==> src/rtl/instr_fetch_if.sv <==
// Fetch-unit signal bundle: control-unit instruction handshake, branch redirect
// and the single-outstanding memory read port.
interface instr_fetch_if;
  logic        ir_load;
  logic [31:0] ir;
  logic        ir_valid;
  logic [31:0] ir_pc;
  logic        branch_valid;
  logic [31:0] branch_target;
  logic        mem_req;
  logic [31:0] mem_addr;
  logic        mem_ack;
  logic [31:0] mem_rdata;

  modport master (
    input  ir_load, branch_valid, branch_target, mem_ack, mem_rdata,
    output ir, ir_valid, ir_pc, mem_req, mem_addr
  );

  modport slave (
    output ir_load, branch_valid, branch_target, mem_ack, mem_rdata,
    input  ir, ir_valid, ir_pc, mem_req, mem_addr
  );
endinterface

==> src/rtl/instr_fetch_unit.sv <==
// Instruction fetch unit: 2-deep prefetch FIFO of {pc, instr} fed by one
// outstanding memory read, with branch redirect and a held instruction register.
module instr_fetch_unit #(
  parameter logic [31:0] RESET_VECTOR = 32'h0000_0000
) (
  input logic         mclk,
  input logic         nreset,
  instr_fetch_if.master bus
);

  typedef enum logic [1:0] {S_IDLE, S_WAIT, S_DRAIN} state_t;

  state_t      state, state_nxt;
  logic [31:0] fifo_pc    [2];
  logic [31:0] fifo_instr [2];
  logic        rd_ptr, wr_ptr;
  logic [1:0]  count, count_nxt;
  logic [31:0] fetch_pc, fetch_pc_nxt;
  logic [31:0] drain_addr;
  logic        pending;
  logic        push, pop, flush;

  function automatic logic [31:0] align_word(input logic [31:0] addr);
    return {addr[31:2], 2'b00};
  endfunction

  always_comb begin
    state_nxt    = state;
    push         = 1'b0;
    flush        = bus.branch_valid;
    pop          = (pending || bus.ir_load) && (count != 2'd0) && !bus.branch_valid;
    fetch_pc_nxt = fetch_pc;
    count_nxt    = count;

    case (state)
      S_IDLE: begin
        if (!bus.branch_valid && (count != 2'd2))
          state_nxt = S_WAIT;
      end
      S_WAIT: begin
        if (bus.branch_valid)
          state_nxt = bus.mem_ack ? S_IDLE : S_DRAIN;
        else if (bus.mem_ack)
          push = 1'b1;
      end
      S_DRAIN: begin
        if (bus.mem_ack)
          state_nxt = S_IDLE;
      end
      default: state_nxt = S_IDLE;
    endcase

    count_nxt = count + {1'b0, push} - {1'b0, pop};
    if (flush) begin
      count_nxt    = 2'd0;
      fetch_pc_nxt = align_word(bus.branch_target);
    end else if (push) begin
      fetch_pc_nxt = fetch_pc + 32'd4;
    end

    // Keep the request going only while the FIFO still has room after this cycle.
    if (push)
      state_nxt = (count_nxt == 2'd2) ? S_IDLE : S_WAIT;
  end

  assign bus.mem_req  = (state != S_IDLE);
  assign bus.mem_addr = (state == S_DRAIN) ? drain_addr : fetch_pc;

  always_ff @(posedge mclk) begin
    if (nreset) begin
      state        <= S_IDLE;
      fetch_pc     <= RESET_VECTOR;
      count        <= 2'd0;
      rd_ptr       <= 1'b0;
      wr_ptr       <= 1'b0;
      pending      <= 1'b0;
      bus.ir_valid <= 1'b0;
      bus.ir       <= 32'd0;
      bus.ir_pc    <= 32'd0;
    end else begin
      state        <= state_nxt;
      fetch_pc     <= fetch_pc_nxt;
      count        <= count_nxt;
      bus.ir_valid <= pop;

      if (flush) begin
        rd_ptr <= 1'b0;
        wr_ptr <= 1'b0;
      end else begin
        if (push) wr_ptr <= ~wr_ptr;
        if (pop)  rd_ptr <= ~rd_ptr;
      end

      // A branch leaves pending set so the redirected stream serves it.
      if (pop)
        pending <= 1'b0;
      else if (bus.ir_load)
        pending <= 1'b1;

      if (pop) begin
        bus.ir    <= fifo_instr[rd_ptr];
        bus.ir_pc <= fifo_pc[rd_ptr];
      end
    end
  end

  always_ff @(posedge mclk) begin
    if (push) begin
      fifo_pc[wr_ptr]    <= fetch_pc;
      fifo_instr[wr_ptr] <= bus.mem_rdata;
    end
    if (state == S_WAIT && state_nxt == S_DRAIN)
      drain_addr <= fetch_pc;
  end

endmodule

==> src/flat_wrapper.sv <==
// flat-port wrapper written by rule: the top's interface ports become plain ports
module instr_fetch_unit_flat 
#(
  parameter logic [31:0] RESET_VECTOR = 32'h0000_0000
)
  (mclk, nreset, bus_ir_load, bus_branch_valid, bus_branch_target, bus_mem_ack, bus_mem_rdata, bus_ir, bus_ir_valid, bus_ir_pc, bus_mem_req, bus_mem_addr);
  instr_fetch_if bus_i ();
  input logic mclk;
  input logic nreset;
  input wire logic [$bits(bus_i.ir_load)-1:0] bus_ir_load;
  input wire logic [$bits(bus_i.branch_valid)-1:0] bus_branch_valid;
  input wire logic [$bits(bus_i.branch_target)-1:0] bus_branch_target;
  input wire logic [$bits(bus_i.mem_ack)-1:0] bus_mem_ack;
  input wire logic [$bits(bus_i.mem_rdata)-1:0] bus_mem_rdata;
  output wire logic [$bits(bus_i.ir)-1:0] bus_ir;
  output wire logic [$bits(bus_i.ir_valid)-1:0] bus_ir_valid;
  output wire logic [$bits(bus_i.ir_pc)-1:0] bus_ir_pc;
  output wire logic [$bits(bus_i.mem_req)-1:0] bus_mem_req;
  output wire logic [$bits(bus_i.mem_addr)-1:0] bus_mem_addr;
  assign bus_i.ir_load = bus_ir_load;
  assign bus_i.branch_valid = bus_branch_valid;
  assign bus_i.branch_target = bus_branch_target;
  assign bus_i.mem_ack = bus_mem_ack;
  assign bus_i.mem_rdata = bus_mem_rdata;
  assign bus_ir = bus_i.ir;
  assign bus_ir_valid = bus_i.ir_valid;
  assign bus_ir_pc = bus_i.ir_pc;
  assign bus_mem_req = bus_i.mem_req;
  assign bus_mem_addr = bus_i.mem_addr;
  instr_fetch_unit #(.RESET_VECTOR(RESET_VECTOR)) u_core (.mclk(mclk), .nreset(nreset), .bus(bus_i));
endmodule
==> config.mk <==
export PLATFORM = sky130hd
export DESIGN_NAME = instr_fetch_unit_flat
export DESIGN_NICKNAME = d
export VERILOG_FILES = /design/src/rtl/instr_fetch_if.sv /design/src/rtl/instr_fetch_unit.sv /design/src/flat_wrapper.sv
export SDC_FILE = /design/constraint.sdc
export NUM_CORES = 1
export LEC_CHECK = 0
export CAP_MARGIN = 25
export CORE_MARGIN = 1
export CORE_UTILIZATION = 53
export CTS_CLUSTER_SIZE = 10
export DETAILED_ROUTE_END_ITERATION = 10
export GPL_TIMING_DRIVEN = 0
export HOLD_SLACK_MARGIN = 0.08
export PLACE_DENSITY = 0.8
export SLEW_MARGIN = 30
export SYNTH_ARGS = -nofsm -noshare
export SYNTH_HDL_FRONTEND = slang
export SYNTH_SLANG_ARGS = --single-unit
export TNS_END_PERCENT = 1
==> constraint.sdc <==
create_clock -name mclk -period 5.2 [get_ports mclk]
set_input_delay 1.3 -clock mclk [delete_from_list [all_inputs] [get_ports mclk]]
set_output_delay 1.3 -clock mclk [all_outputs]
set_load 0.02 [all_outputs]
# Yosys cells after proc, flatten, opt, wreduce, memory -nomap -nowiden

Memories as Yosys holds them, arrays and structs flattened. A register that Yosys moved wholly into a read port is not among the register bits.
Cells that the tools add are included.
Widths: inputs -> output; s select.

Register bits: 72
Bits in latches: 0
RAM bits: 128
Memory bits (read-only): 0
Output and inout bits: 98
Logic and storage cells: 49
Memories: 2

$add $sub $neg: 3
Multipliers: 0
Divide/modulo/power cells: 0
$lt $le $gt $ge: 0
Equal/unequal tests: 5
Shift operators: 0
Multiplexer cells: 16
Bitwise operators: 2
Reductions and logical operators: 12

Memories:

| name              | depth | width | read ports | clocked after Yosys merged registers in | wr ports | RTL line               | source |
|---|---|---|---|---|---|---|---|
| u_core.fifo_instr | 2     | 32    | 1          | 1                                       | 1        | instr_fetch_unit.sv:15 | `logic [31:0] fifo_instr [2];` |
| u_core.fifo_pc    | 2     | 32    | 1          | 1                                       | 1        | instr_fetch_unit.sv:14 | `logic [31:0] fifo_pc [2];` |

Operators by type and width:

| operator              | number |
|---|---|
| $mux 32               | 3 |
| $add 32x3->32 const B | 1 |
| $mux 2                | 6 |
| $eq 2x2->1 const B    | 3 |
| $mux 1                | 6 |
| $pmux 2 s3            | 1 |
| $reduce_bool 2->1     | 3 |
| $logic_and 1x1->1     | 4 |
| $reduce_or 2->1       | 2 |
| $add 2x1->2           | 1 |
| $eq 2x1->1 const B    | 1 |
| $logic_not 2->1       | 1 |
| $ne 2x2->1 const B    | 1 |
| $not 1->1             | 2 |
| $sub 2x1->2           | 1 |
| $logic_not 1->1       | 1 |
| $logic_or 1x1->1      | 1 |

# Longest topological paths before layout

Depth in word-level cells: 11
Gate-level depth with buffers: 11
Mapped depth without buffers: 9

# Worst setup path after synthesis

OpenSTA, ideal clock, no wires.

Kind: input to register
Start: in bus_mem_ack
End: mem u_core.fifo_instr[0][0], enable pin
Library setup time: 482 ps
Data arrival time: 4273 ps
Data required time: 4718 ps
Path slack: 444 ps
Stages on the path: 4
Buffers on the path: 1
Cells stage by stage: and3b_1 -> buf_6 -> nand2_1 -> nor2_1

Longest elaborated chain between the ends: 5

Ends and longest elaborated chain:

| element                      | RTL line                | source |
|---|---|---|
| start, declared              | flat_wrapper.sv:13      | `input wire logic [$bits(bus_i.mem_ack)-1:0] bus_mem_ack;` |
| $mux 1                       | instr_fetch_unit.sv:43  | `else if (bus.mem_ack)` |
| $mux 1                       | instr_fetch_unit.sv:41  | `if (bus.branch_valid)` |
| $mux 1                       | instr_fetch_unit.sv:35  | `case (state)` |
| $mux 1                       | instr_fetch_unit.sv:108 | `if (push) begin` |
| $mux 1 (not written as such) | instr_fetch_unit.sv:110 | `fifo_instr[wr_ptr] <= bus.mem_rdata;` |
| end, declared                | instr_fetch_unit.sv:15  |  |

No other way between the ends.

# Worst setup path after layout

Start: reg u_core.state[1]
End: out bus_mem_addr[29]

Longest elaborated chain between the ends: 2

Ends and longest elaborated chain:

| element                | RTL line               | source |
|---|---|---|
| start, declared        | instr_fetch_unit.sv:13 | `state_t state, state_nxt;` |
| start signal, assigned | instr_fetch_unit.sv:81 | `state <= state_nxt;` |
| $eq 2x2->1             | instr_fetch_unit.sv:67 | `assign bus.mem_addr = (state == S_DRAIN) ? drain_addr : fetch_pc;` |
| $mux 32                | instr_fetch_unit.sv:67 |  |
| end, declared          | flat_wrapper.sv:19     | `output wire logic [$bits(bus_i.mem_addr)-1:0] bus_mem_addr;` |

No other way between the ends.

==> results.md <==
* R2R Path Start: u_core.count[1]
* Via count at about 6.7k
* Pre-Repair DR Iteration Count at 8
* Critical path startpoint category: register
* Number of I/O pins at 167
* Routed len/inst at 19.1 um
* DR vias/cell at ~5.7
* Final setup fails at 0
* Core Util, Final at 0.703
* Grt ovf at 0
* Slew HR at 0.449
* Largest net degree at the start of global routing at 42
* Status: complete, but fails checks
* Failing checks: design-rule violations
* Routed wire length at 22.6 mm
* Clk_lat worst skew at between 500 and 600 ps
* Clock Skew at between 10 and 15 ps
* Syn avg cell area at roughly 13 sq um
* Total negative slack at 0 ps
* Design Area, Final at 0.0127 sq mm
* Post-CTS Resized at 0
* Final Slew Violations at 0
* Fin crit period at ~4100 ps
* Most frequent cells in the layout: clkdlybuf4s50_1, edfxtp_1, dfxtp_1
* Hold_sp: u_core.bus.ir[31]
* CTS sink count at between 200 and 300
* VDD IR max at 0.261 mV
* Data required, critical path at 3900 ps
* FILL cells at ~1.3k
* Hold Crit Endpoint: u_core.bus.ir[31]
* Synth Register Bits at ~250
* Max clock buf depth at 3
* CTS Hold Bufs at 0
* GPL Wtd Cong at just under 0.9
* Initial antenna violation count at 0
* CP startpoint: u_core.state[1]
* Placed Cells at roughly 1.1k
* Hold depth at 2
* Synthesized instance count at 735
* Area of the die at between 0.015 and 0.02 sq mm
* Rows at 49
* P&R area growth vs syn at 29.2%
* Total track usage at 0.238
* Final HPWL DP at 15.3 mm
* Dpl cell area at about 0.012 sq mm
* Reg2reg end: u_core.state[0]
* Period utilization at 0.796
* Number of global-route vias before repair at between 6k and 7k
* Asr flop ratio synth at 0
* Post-layout nets at between 1k and 1.5k
* DRC viols at 28
* Seq/Total Area, Yosys at 0.673
* EDFF count, synth at approximately 150
* Worst Max-Slew Pin Slew at 827 ps
* Initial core utilization at 0.544
* Syn. warnings at 0
* H-tree level count at 1
* Critical Path End Type: output port
* Worst-path clk slew at 60 ps
* Total setup buffers inserted after CTS at 0
* CTS root buf: clkbuf_16
* CTS tree: done
* Final Hold Vio Count at 0
* WS Path Type: reg2out
* Die Height at between 100 and 150 um
* RSZ-0062 raised after global routing: false
* CP arrival at 2840 ps
* Max Fclk at between 200 and 250 MHz
* Num CTS Buffers at 29
* Top_reg_cell synth: edfxtp_1
* Die width at between 100 and 150 um
* # diodes at 0
* Commonest non-fill, non-tap cell in the layout: clkdlybuf4s50_1
* Antenna viol nets, final at 0
* Worst Path Max Fanout at 10
* Hold Crit Class: reg2reg
* First-pass GRT wire length at around 36 mm
* Core box area at 0.0181 sq mm
* PortBufs at between 150 and 200
* Non-filler cells, final at ~1.2k
* Flop2flop setup slack at approximately 2300 ps
* Power per cell area at about 340 mW/mm^2
* Layout cells sized above 1 at 0.0909
* Distinct cell type count after synthesis at 48
* Mapped Area at 0.00985 sq mm
* Leakage at just over 4 nW
* R2R depth at 11
* 1st-iter DRT viols at 467
* Total of max-cap violations at 0
## kinds of logic after synthesis
kind of cell	count (synthesis)	synth area share
flip-flops	254	0.673
AND/OR/NAND/NOR	194	0.0965
AO/OA/AOI/OAI	116	0.0886
multiplexers	92	0.0973
buffers and inverters	60	0.0271
XOR/XNOR	15	0.0133
adder cells (fa/ha/maj)	3	0.00381
other	1	0.000381
## stage by stage
| step | setup WS [ps] | hold slack [ps] | total power [W] |
|---|---|---|---|
| detailed placement | 757 | 491 | 0.00252 |
| CTS | 1070 | 498 | 0.00436 |
| finish | 1060 | 494 | 0.00432 |
| floorplan | 444 | 473 | 0.00237 |
| global route | 945 | 518 | 0.00445 |
| global placement | -1710 | 487 | 0.00251 |
## where the power goes
part / internal, W / switching (W)
Combinational: 0.000133 / 0.000129
Sequential: 0.00218 / 0.0000465
Clock: 0.00110 / 0.000735
## worst max path at each step
stage | end | slack (ps) | cells past startpoint
floorplan | u_core.fifo_instr[0][0] | 440 | 4
global placement | u_core.fifo_instr[0][20] | -1710 | 5
detailed placement | u_core.state[0] | 760 | 12
CTS | bus_mem_addr[29] | 1070 | 4
global route | bus_mem_addr[23] | 940 | 4
finish | bus_mem_addr[29] | 1060 | 4
## worst max-delay path, cell delays in order, from the launching register on
cell and delay, ps:
dfxtp_1 420, nor2b_1 380, clkbuf_1 550, mux2_2 410, clkdlybuf4s50_1 540
## per-layer routing
layer / GRT usage / up-vias / wire, um
met3: 0.0395 / 36 / 1750
met4: 0.0721 / 0 / 435
met2: 0.413 / 282 / 11300
li1: - / 3202 / -
met5: 0 / - / 0
met1: 0.306 / 3207 / 9100
## registers in the layout (all words and copies together) (netlist names)
register             cells
u_core.bus.ir           32
u_core.bus.ir_pc        30
u_core.bus.ir_valid      1
u_core.count             2
u_core.drain_addr       30
u_core.fetch_pc         30
u_core.fifo_instr       64
u_core.fifo_pc          60
u_core.pending           1
u_core.rd_ptr            1
u_core.state             2
u_core.wr_ptr            1
## area by class of cell
cell class	instances	area, sq um	share of cell area
sequential	254	6630	0.521
inverter	7	26.3	0.00207
tap	229	287	0.0225
timing repair buffer	166	1700	0.134
buffer	53	240	0.0189
clock buffer	51	818	0.0643
multi-input combinational	424	2980	0.234
clock inverter	2	38.8	0.00305
## cells in the mapped netlist (3+ instances only)
| cell type | number | share of area |
|---|---|---|
| ha_1 | 3 | 0.0038 |
| and3_1 | 3 | 0.0019 |
| o31ai_1 | 6 | 0.0046 |
| mux2i_1 | 62 | 0.063 |
| o311ai_0 | 5 | 0.0044 |
| a31oi_1 | 5 | 0.0032 |
| and2_1 | 4 | 0.0025 |
| nor4_1 | 3 | 0.0019 |
| xor2_1 | 10 | 0.0089 |
| edfxtp_1 | 154 | 0.47 |
| a211oi_1 | 72 | 0.055 |
| mux2_2 | 30 | 0.034 |
| buf_4 | 6 | 0.0046 |
| buf_2 | 3 | 0.0015 |
| nor3_1 | 8 | 0.0041 |
| a311oi_1 | 10 | 0.0089 |
| buf_1 | 7 | 0.0027 |
| o21ai_0 | 5 | 0.0025 |
| or3_1 | 5 | 0.0032 |
| a21oi_1 | 3 | 0.0015 |
| or4_1 | 11 | 0.0084 |
| and4_1 | 7 | 0.0062 |
| nand4_1 | 11 | 0.0070 |
| inv_1 | 7 | 0.0027 |
| dfxtp_1 | 100 | 0.20 |
| nor2_1 | 93 | 0.035 |
| xnor2_1 | 5 | 0.0044 |
| nand2_1 | 25 | 0.0095 |
| nor2b_1 | 3 | 0.0019 |
| clkbuf_1 | 35 | 0.013 |
| nand3_1 | 11 | 0.0056 |
No activity file was read; power rests on OpenSTA's default activity.
